$ cat config.mk
export PLATFORM = sky130hd
export DESIGN_NAME = fixed_point_divider_param
export DESIGN_NICKNAME = d
export VERILOG_FILES = /design/src/rtl/fixed_point_divider_param.sv
export SDC_FILE = /design/constraint.sdc
export NUM_CORES = 1
export LEC_CHECK = 0
export CORE_MARGIN = 3
export CORE_UTILIZATION = 32
export CTS_CLUSTER_DIAMETER = 150
export DETAILED_ROUTE_END_ITERATION = 10
export PLACE_DENSITY = 0.57
export SLEW_MARGIN = 20
export SYNTH_ARGS = -nofsm -noshare
export SYNTH_HDL_FRONTEND = slang
export SYNTH_SLANG_ARGS = --single-unit
export TNS_END_PERCENT = 10
$ cat constraint.sdc
create_clock -name clk -period 2.8 [get_ports clk]
set_input_delay 0.28 -clock clk [delete_from_list [all_inputs] [get_ports clk]]
set_output_delay 0.28 -clock clk [all_outputs]
set_load 0.03 [all_outputs]
$ cat src/rtl/fixed_point_divider_param.sv
// Unsigned fixed-point divider: Q = floor(A*2^FRAC / B), restoring shift-subtract,
// one quotient bit per clock, with start/busy/done handshake, remainder, dz and ov flags.
module fixed_point_divider_param #(
    parameter int WIDTH    = 10,
    parameter int FRAC     = 4,
    parameter bit SATURATE = 1'b1
) (
    input  logic             clk,
    input  logic             rst,
    input  logic             start,
    input  logic             ld_a,
    input  logic             ld_b,
    input  logic [WIDTH-1:0] A,
    input  logic [WIDTH-1:0] B,
    output logic [WIDTH-1:0] Q,
    output logic [WIDTH-1:0] R,
    output logic             busy,
    output logic             done,
    output logic             ov,
    output logic             dz,
    output logic [1:0]       o_dbg_state
);
    localparam int N  = WIDTH + FRAC;
    localparam int CW = $clog2(N + 1);

    typedef enum logic [1:0] {
        S_IDLE = 2'd0,
        S_RUN  = 2'd1,
        S_DONE = 2'd2
    } state_t;

    // Handshake: start is accepted only in IDLE or DONE; busy is high for the N
    // iteration cycles; done pulses for exactly one cycle when Q/R/ov/dz become valid.
    state_t r_state, w_state_next;

    logic [WIDTH-1:0] r_op_a, r_op_b, r_wb;
    logic [N-1:0]     r_dvd;
    // The last quotient bit goes straight into the result registers, so only
    // N-1 bits ever need to be held between iterations.
    logic [N-2:0]     r_quo;
    // The remainder after each step is below B, so WIDTH bits hold it; the
    // WIDTH+1-bit trial value T is formed combinationally.
    logic [WIDTH-1:0] r_acc;
    logic [CW-1:0]    r_cnt;
    logic [WIDTH-1:0] r_q, r_r;
    logic             r_ov, r_dz;

    logic             w_accept, w_b_zero, w_last, w_ge, w_ov;
    logic [WIDTH:0]   w_t;
    logic [WIDTH-1:0] w_acc_next;
    logic [N-1:0]     w_quo_next;

    assign w_accept   = start && (r_state != S_RUN);
    assign w_b_zero   = (r_op_b == '0);
    assign w_last     = (r_state == S_RUN) && (r_cnt == CW'(N - 1));
    assign w_t        = {r_acc, r_dvd[N-1]};
    assign w_ge       = (w_t >= {1'b0, r_wb});
    // When T >= B the difference is below B, so WIDTH-bit arithmetic is exact.
    assign w_acc_next = w_ge ? (w_t[WIDTH-1:0] - r_wb) : w_t[WIDTH-1:0];
    assign w_quo_next = {r_quo, w_ge};
    assign w_ov       = |w_quo_next[N-1:WIDTH];

    always_ff @(posedge clk) begin
        if (rst) begin
            r_state <= S_IDLE;
        end else begin
            r_state <= w_state_next;
        end
    end

    always_comb begin
        w_state_next = r_state;
        case (r_state)
            S_IDLE, S_DONE: begin
                w_state_next = S_IDLE;
                if (start) begin
                    w_state_next = w_b_zero ? S_DONE : S_RUN;
                end
            end
            S_RUN: begin
                if (w_last) begin
                    w_state_next = S_DONE;
                end
            end
            default: w_state_next = S_IDLE;
        endcase
    end

    always_ff @(posedge clk) begin
        if (rst) begin
            r_op_a <= '0;
            r_op_b <= '0;
            r_wb   <= '0;
            r_dvd  <= '0;
            r_quo  <= '0;
            r_acc  <= '0;
            r_cnt  <= '0;
            r_q    <= '0;
            r_r    <= '0;
            r_ov   <= 1'b0;
            r_dz   <= 1'b0;
        end else begin
            if (ld_a) r_op_a <= A;
            if (ld_b) r_op_b <= B;
            if (w_accept && w_b_zero) begin
                r_q  <= '1;
                r_r  <= '0;
                r_ov <= 1'b0;
                r_dz <= 1'b1;
            end else if (w_accept) begin
                // Working copies are taken from the operand registers as they were before this edge.
                r_dvd <= {r_op_a, {FRAC{1'b0}}};
                r_wb  <= r_op_b;
                r_acc <= '0;
                r_quo <= '0;
                r_cnt <= '0;
            end else if (r_state == S_RUN) begin
                r_dvd <= r_dvd << 1;
                r_acc <= w_acc_next;
                r_quo <= w_quo_next[N-2:0];
                r_cnt <= r_cnt + CW'(1);
                if (w_last) begin
                    r_ov <= w_ov;
                    r_q  <= (w_ov && SATURATE) ? '1 : w_quo_next[WIDTH-1:0];
                    r_r  <= w_acc_next;
                    r_dz <= 1'b0;
                end
            end
        end
    end

    assign Q           = r_q;
    assign R           = r_r;
    assign ov          = r_ov;
    assign dz          = r_dz;
    assign busy        = (r_state == S_RUN);
    assign done        = (r_state == S_DONE);
    assign o_dbg_state = r_state;
endmodule
==> impl_metrics.toml, run 1 <==
[run_status]
status = "complete, no violations"

[logic_synthesis]
syn_nets = 502
postSynthCellCount = 464
synth_top_flop_cell = "dfxtp_1"
synthTopCellsByCount = "91 x dfxtp_1, 76 x nor2_1, 51 x nand2_1"
ys_seq_area_share_pct = 46.1
yosysWarnings = 0
synth_area_leaders = "dfxtp_1 46%, nor2_1 7.2%, mux2i_1 6.6%, nand2_1 4.8%, a21oi_1 3.9%"
synth_seq_cells = 91
synth_largest_area_cell = "dfxtp_1"
avgSynthCellArea_um2 = 8.52
synth_most_common_cell = "dfxtp_1"
netlist.area_leader.share_pct = 46.1
synth_cell_types = 46
netlist_area_mm2 = 0.00395
synth_edf_count = 0
async_reset_ff_share_pct = 0

[clocking]
cts_buffer_depth = 2
cts_resized = 0
tritoncts = "done"
clk_latency_ns = 0.33
root_buffer = "clkbuf_16"
post_cts_buffers = 0
hold_buffers = 0
cts.sink_count = 91
cts.htree.levels = 3
clkTransAtPathRegs_ns = 0.06
cts-buffers-inserted = 9

[power_and_ir_drop]
p_per_area_mw_per_mm2 = 717
report.power.total_mw = 3.50
p_leak_nw = 1.92
p_seq_share_pct = 40.9
switchingPower_mw = 1.08
p_sw_share_pct = 31.0
ir_drop_uv = 253
p_int_mw = 2.41
pwr-share-clk_pct = 31.0
p_comb_share_pct = 28.0

[sta]
skew_ns = 0.00458
layout_min_cycle_time_ns = 2.46
fmax_mhz = 407
hold_viol_final = 0
rsz0062_at_grt = "false"
slew_headroom_pct = 52.9
tightest_slew_ns = 0.706
maxSlewViolCount = 0
fin_setup_tns_ns = 0
fin_crit_sh_pct = 87.8
finalSetupViolCount = 0

[global_routing]
grt_remaining_overflow = 0
grt_max_degree = 43
grt_pass1_vias = 3312
grt_pass1_wl_um = 15600
antenna_found_initial = 0
grt_usage_pct = 14.3

[layout]
n_antenna_cell = 0
n_fill_cell = 1165
drive_above_1_share_pct = 5.68
synthToLayoutAreaGrowth_pct = 23.4
nets = 546

[floorplan]
die_x_um = 117
start_util_pct = 33.6
core_mm2 = 0.0118
io_pins = 51
dieHeight_um = 117
dieArea_mm2 = 0.0137
fp-row-count = 39

[critical_path]
crit_path_end_kind = "flip-flop"
worstSetupPathType = "flip-flop to flip-flop"
worst_setup_path_start_kind = "flip-flop"
worstPathArrival_ns = 2.73
cp.required_ns = 3.07
r2r_slack_ns = 0.34
slowest_delay_ns = 0.42
path_cells = "inv_1, ha_1, o21ai_0, a2111oi_0, o31ai_1, buf_4, and2_1, o31a_1, a21oi_1"
critPathMaxFanout = 9
crit_path_top_delay_cell = "ha_1"

[detailed_routing]
firstDrtPassIters = 4
ant_nets = 0
wl_per_cell_um = 13.5
drc = 0
first_iter_violations = 147
routed_wl_um = 9100
vias = 3294
vias_per_cell = 4.88

[placed_design]
placement.io_buffers = 50
gp_congestion = 0.787
dp_hpwl_um = 6640

[job]
maxCapViolations = 0

[min_path]
hold_class = "primary input to flip-flop"
[cells by family (layout without fill, tap and decap cells)]
group / count (synthesis) / count (layout) / synth area share [%]
mux: 26 / 26 / 6.58
simple gates: 180 / 180 / 20.1
xor+xnor: 7 / 7 / 1.55
compound gates: 101 / 101 / 16.6
flops: 91 / 91 / 46.1
buf+inv: 46 / 93 / 4.78
fa+ha+maj: 13 / 13 / 4.30
[path summary, 6_finish.rpt]
path	start	end	depth (start not counted)
hold reg to reg	r_wb[1]	r_wb[1]	2
setup reg to reg	r_wb[6]	R[6]	9
setup / recovery	r_wb[6]	R[6]	9
hold / removal	rst	Q[0]	2
[area by class of cell]
cell class	count	area, um^2	share of cell area (%)
multi-input combinational	327	1940	39.8
sequential	91	1820	37.3
timing repair buffer	60	571	11.7
clock buffer	11	253	5.18
tap	164	205	4.21
inverter	19	71.3	1.46
clock inverter	3	15.0	0.308
[metal layers]
metal / track usage, % / wire length (um)
met1: 17.7 / 4120
met2: 24.6 / 4520
met3: 2.88 / 305
met4: 5.28 / 146
met5: 0 / 0
[through the flow]
stage          setup slack, ns  utilization, %  cell area [um^2]  hold WS, ns  cells
4_1_cts                  0.380            41.5              4880        0.424    675
2_1_floorplan            0.459               -              3950        0.427    464
3_3_place_gp             0.448            39.2              4610        0.448    661
5_1_grt                  0.197            41.5              4880        0.458    675
6_report                 0.343            41.5              4880        0.421    675
3_5_place_dp             0.392            39.2              4610        0.450    661
[power by group through the flow]
stage                     sequential [mW]  clock, mW  combinational (mW)
after CTS                            1.43       1.13               0.980
after floorplan                      1.47          0               0.685
after detailed placement             1.46          0               0.976
after global placement               1.46          0               0.963
after global routing                 1.44       1.18                1.09
final                                1.43       1.08               0.981
[registers in the layout, indices dropped and copies added (netlist names)]
signal / flops
r_op_b: 10
ov: 1
r_quo: 13
r_dvd: 10
R: 10
r_wb: 10
r_op_a: 10
o_dbg_state: 2
dz: 1
r_acc: 10
Q: 10
r_cnt: 4
[cell usage in the layout (no fill, tap or decap), types with 12 or more instances in the layout]
master	instances
dfxtp_1	91
nor2_1	76
nand2_1	51
clkdlybuf4s50_1	49
a21oi_1	31
mux2i_1	26
inv_1	18
o21ai_0	16
a22oi_1	15
nand3_1	13
nor3_1	13
ha_1	12
[worst max-delay path: cells and delay by family, from the launching register on]
kind,cells,cell delay (ns)
DFF,1,0.32
adders and majority gates,1,0.42
and+or+nand+nor,1,0.24
AOI/OAI and AO/OA,5,1.20
buffers and inverters,2,0.21
(Power assumes the default switching activity.)
==> run 2, diff against run 1 <==
--- a/config.mk
+++ b/config.mk
@@ -5,11 +5,11 @@
 export SDC_FILE = /design/constraint.sdc
 export NUM_CORES = 1
 export LEC_CHECK = 0
-export CORE_MARGIN = 3
-export CORE_UTILIZATION = 32
+export CORE_MARGIN = 2
+export CORE_UTILIZATION = 25
 export CTS_CLUSTER_DIAMETER = 150
 export DETAILED_ROUTE_END_ITERATION = 10
-export PLACE_DENSITY = 0.57
+export PLACE_DENSITY = 0.48
 export SLEW_MARGIN = 20
 export SYNTH_ARGS = -nofsm -noshare
 export SYNTH_HDL_FRONTEND = slang
==> impl_metrics.toml, run 2 (synthesized netlist as in run 1, its figures left out) <==
[global_routing]
grt_usage_pct = 12.4
grt_remaining_overflow = 0
grt_pass1_vias = 3341
grt_max_degree = 41
grt.met2_usage_pct = 20.8
busiest_layer = "met2"
antenna_found_initial = 0
grt.met1_usage_pct = 15.0
met3_usage_pct = 2.91
grt_pass1_wl_um = 16200

[critical_path]
worst_setup_path_start_kind = "flip-flop"
cp.required_ns = 3.08
crit_path_end_kind = "flip-flop"
critPathMaxFanout = 9
worstPathArrival_ns = 2.70
worstSetupPathType = "flip-flop to flip-flop"

[layout]
n_fill_cell = 1683
largest_reg_flops = 13
top_register = "r_quo"
synthToLayoutAreaGrowth_pct = 26.5
final_cell_mix = "91 x dfxtp_1, 76 x nor2_1, 51 x nand2_1"
n_antenna_cell = 0
layout_commonest_cell = "dfxtp_1"
multiInputGateArea_mm2 = 0.00194
drive_above_1_share_pct = 6.21
layout.area.seq_mm2 = 0.00182
nets = 548
utilization_pct = 32.7
design_area_mm2 = 0.00500
instances_no_fill = 726

[clocking]
cts.sink_count = 91
root_buffer = "clkbuf_16"
tritoncts = "done"
clkTransAtPathRegs_ns = 0.06
hold_buffers = 0
cts_buffer_depth = 2
cts-buffers-inserted = 9
clk_latency_ns = 0.35
cts_resized = 0
cts.htree.levels = 3
post_cts_buffers = 0

[floorplan]
io_pins = 51
start_util_pct = 25.8
core_mm2 = 0.0153
dieArea_mm2 = 0.0168
dieHeight_um = 130
fp-row-count = 45
die_x_um = 130

[detailed_routing]
first_iter_violations = 194
drc = 0
firstDrtPassIters = 4
routed_wl_um = 9770
ant_nets = 0
vias = 3321
wl_per_cell_um = 13.5
vias_per_cell = 4.57

[sta]
maxSlewViolCount = 0
rsz0062_at_grt = "false"
skew_ns = 0.00753
finalSetupViolCount = 0
layout_min_cycle_time_ns = 2.42
slew_headroom_pct = 50.9
fmax_mhz = 414
setup_ws_ns = 0.384
fin_setup_tns_ns = 0
hold_viol_final = 0
hold_ws_ns = 0.334
fin_crit_sh_pct = 86.3
tightest_slew_ns = 0.736

[placed_design]
dpl.cell_count = 710
dp_hpwl_um = 7140
dpl_cell_area_mm2 = 0.00469
gp_congestion = 0.802
placement.io_buffers = 50
pre_cts_ws_ns = 0.400

[power_and_ir_drop]
p_leak_nw = 1.94
report.power.total_mw = 3.68
ir_drop_uv = 289
p_per_area_mw_per_mm2 = 735

[job]
maxCapViolations = 0

[min_path]
hold_class = "primary input to flip-flop"

[run_status]
status = "complete, no violations"
[run 2: cell count changes in the layout (fill, tap and decap cells not counted), sizes merged]
cell,change
buf,+2
clkinv,-3
clkbuf,+2
bufinv,+1
clkinvlp,+2
[run 2: final cells by class]
class,instances,area share [%]
flip-flops and latches,91,36.4
inverters,19,1.43
clock buffers,13,5.40
well taps,211,5.28
clock inverters,3,0.901
repair buffers,62,11.7
multi-input cells,327,38.9
[run 2: worst max-delay path: stages (launching register included)]
cell       delay, ns
dfxtp_1         0.33
inv_1           0.05
ha_1            0.41
o21ai_0         0.12
a2111oi_0       0.40
o31ai_1         0.16
buf_4           0.18
and2_1          0.24
o31a_1          0.34
a21oi_1         0.13
[run 2: where the power goes]
| part | internal [mW] | switching, mW |
|---|---|---|
| clock network | 0.765 | 0.495 |
| logic | 0.409 | 0.576 |
| registers | 1.37 | 0.0588 |
[run 2: final timing paths]
| path | end | slack, ns | start | depth (start not counted) |
|---|---|---|---|---|
| hold reg to reg | r_wb[4] | 0.46 | r_wb[4] | 2 |
| hold / removal | r_quo[4] | 0.33 | rst | 2 |
| setup reg to reg | R[6] | 0.38 | r_wb[6] | 9 |
| setup / recovery | R[6] | 0.38 | r_wb[6] | 9 |
[run 2: routing by layer]
layer	share of wire [%]	vias up	routed length (um)
li1	-	1706	-
met2	50	37	4850
met5	0	-	0
met1	45	1561	4400
met4	2.3	0	228
met3	3.0	17	290
==> run 3, diff against run 2 <==
--- a/config.mk
+++ b/config.mk
@@ -9,7 +9,7 @@
 export CORE_UTILIZATION = 25
 export CTS_CLUSTER_DIAMETER = 150
 export DETAILED_ROUTE_END_ITERATION = 10
-export PLACE_DENSITY = 0.48
+export PLACE_DENSITY = 0.5
 export SLEW_MARGIN = 20
 export SYNTH_ARGS = -nofsm -noshare
 export SYNTH_HDL_FRONTEND = slang
==> constraint.sdc (replaced) <==
create_clock -name clk -period 2.2 [get_ports clk]
set_input_delay 0.22 -clock clk [delete_from_list [all_inputs] [get_ports clk]]
set_output_delay 0.22 -clock clk [all_outputs]
set_load 0.03 [all_outputs]
==> impl_metrics.toml, run 3 (synthesized netlist as in run 1, its figures left out) <==
[critical_path]
crit_start = "r_op_b[9]"
worst_setup_path_start_kind = "flip-flop"
critPathMaxFanout = 5
worstSetupPathType = "flip-flop to flip-flop"
cp.required_ns = 2.47
r2r_slack_ns = 0.07
r2r_end = "r_acc[9]"
rr_startpoint = "r_op_b[9]"
crit_end = "r_acc[9]"
worstPathArrival_ns = 2.40
reg2regPathDepth = 7
crit_path_end_kind = "flip-flop"

[clocking]
cts_buffer_depth = 2
clkTransAtPathRegs_ns = 0.07
cts-buffers-inserted = 9
clk_latency_ns = 0.35
tritoncts = "done"
hold_buffers = 0
cts.sink_count = 91
root_buffer = "clkbuf_16"
cts.htree.levels = 3

[floorplan]
die_x_um = 130
dieHeight_um = 130
dieArea_mm2 = 0.0168
io_pins = 51
fp-row-count = 45
core_mm2 = 0.0153
start_util_pct = 25.8

[run_status]
status = "complete, no violations"

[global_routing]
grt_usage_pct = 12.4
grt_pass1_wl_um = 16400
grt_max_degree = 27
antenna_found_initial = 0
grt_remaining_overflow = 0
grt_pass1_vias = 3385

[layout]
design_area_mm2 = 0.00555
n_fill_cell = 1608
synthToLayoutAreaGrowth_pct = 40.4
nets = 582
largest_reg_flops = 13
final_cell_mix = "84 x dfxtp_1, 75 x nor2_1, 49 x nand2_1"
drive_above_1_share_pct = 18.9
layout_commonest_cell = "dfxtp_1"
utilization_pct = 36.2
top_register = "r_quo"
n_antenna_cell = 0

[power_and_ir_drop]
p_int_mw = 3.72
ir_drop_uv = 388
p_leak_nw = 2.18
report.power.total_mw = 5.40
p_sw_share_pct = 31.2
p_comb_share_pct = 35.6
pwr-share-clk_pct = 30.6
switchingPower_mw = 1.68
p_per_area_mw_per_mm2 = 974
p_seq_share_pct = 33.9

[detailed_routing]
routed_wl_um = 10200
drc = 0
vias = 3465
vias_per_cell = 4.56
ant_nets = 0
firstDrtPassIters = 4
first_iter_violations = 98
wl_per_cell_um = 13.5

[placed_design]
dpl_cell_area_mm2 = 0.00497
gp_congestion = 0.797
dp_hpwl_um = 7460
placement.io_buffers = 50

[job]
maxCapViolations = 0

[sta]
hold_viol_final = 0
fin_setup_tns_ns = 0
maxSlewViolCount = 0
finalSetupViolCount = 0
rsz0062_at_grt = "true"
tightest_slew_ns = 0.616
skew_ns = 0.00827
fin_crit_sh_pct = 97.0
layout_min_cycle_time_ns = 2.13
fmax_mhz = 469
slew_headroom_pct = 58.8

[min_path]
min-delay-start = "rst"
hold_class = "primary input to flip-flop"
[run 3: changes by cell type in the layout (fill, tap and decap cells not counted), sizes merged]
cell | before | now
buf | 13 | 46
clkbuf | 13 | 10
bufinv | 1 | 2
clkdlybuf4s50 | 49 | 48
clkinv | 1 | 2
dlymetal6s2s | 0 | 1
inv | 18 | 19
nor2 | 77 | 78
[run 3: critical path: stages, from the launching register on]
cell and delay, ns:
dfxtp_1 0.32, or4_4 0.53, or4_4 0.53, a21o_4 0.24
buf_12 0.13, nor2_8 0.14, a32oi_1 0.07, o31ai_1 0.07
[run 3: final cells by class]
cell class	instances	area, um^2	share of cell area [%]
timing repair buffer	95	908	16.4
tap	211	264	4.76
inverter	19	71.3	1.28
clock buffer	10	229	4.13
multi-input combinational	328	2160	38.9
clock inverter	6	88.8	1.60
sequential	91	1830	33.0
[run 3: what timing repair did]
item,CTS,global route
cloned,0,1
endpoints found under the setup margin,17,50
pin swaps,1,16
resized for setup,5,51
setup buffers,1,2
[run 3: power by group through the flow]
stage | Combinational, mW | Clock, mW | Sequential [mW]
6_report | 1.92 | 1.65 | 1.83
5_1_grt | 2.08 | 1.77 | 1.84
4_1_cts | 1.58 | 1.69 | 1.82
3_5_place_dp | 1.52 | 0 | 1.86
3_3_place_gp | 1.51 | 0 | 1.86
2_1_floorplan | 0.908 | 0 | 1.87
[run 3: per-layer routing]
metal	share of wire (%)	track usage, %	routed length (um)
met3	2.8	3.08	282
met5	0	0	0
met4	1.9	5.12	196
met1	45	15.2	4650
met2	50	20.9	5110
[run 3: per-stage QoR]
step,worst slack (ns),cells,hold slack [ns]
after floorplan,0.00295,464,0.367
after global placement,-0.0983,740,0.449
after detailed placement,-0.0410,740,0.454
after CTS,-0.0155,757,0.285
after global routing,-0.0197,760,0.300
final,0.0658,760,0.288
[run 3: worst min path at each step]
stage,cells past startpoint,slack (ns),end
after global routing,2,0.30,r_quo[4]
after detailed placement,2,0.45,R[2]
final,2,0.29,r_quo[4]
after CTS,2,0.29,r_quo[4]
after floorplan,2,0.37,r_op_a[0]
after global placement,2,0.45,R[2]
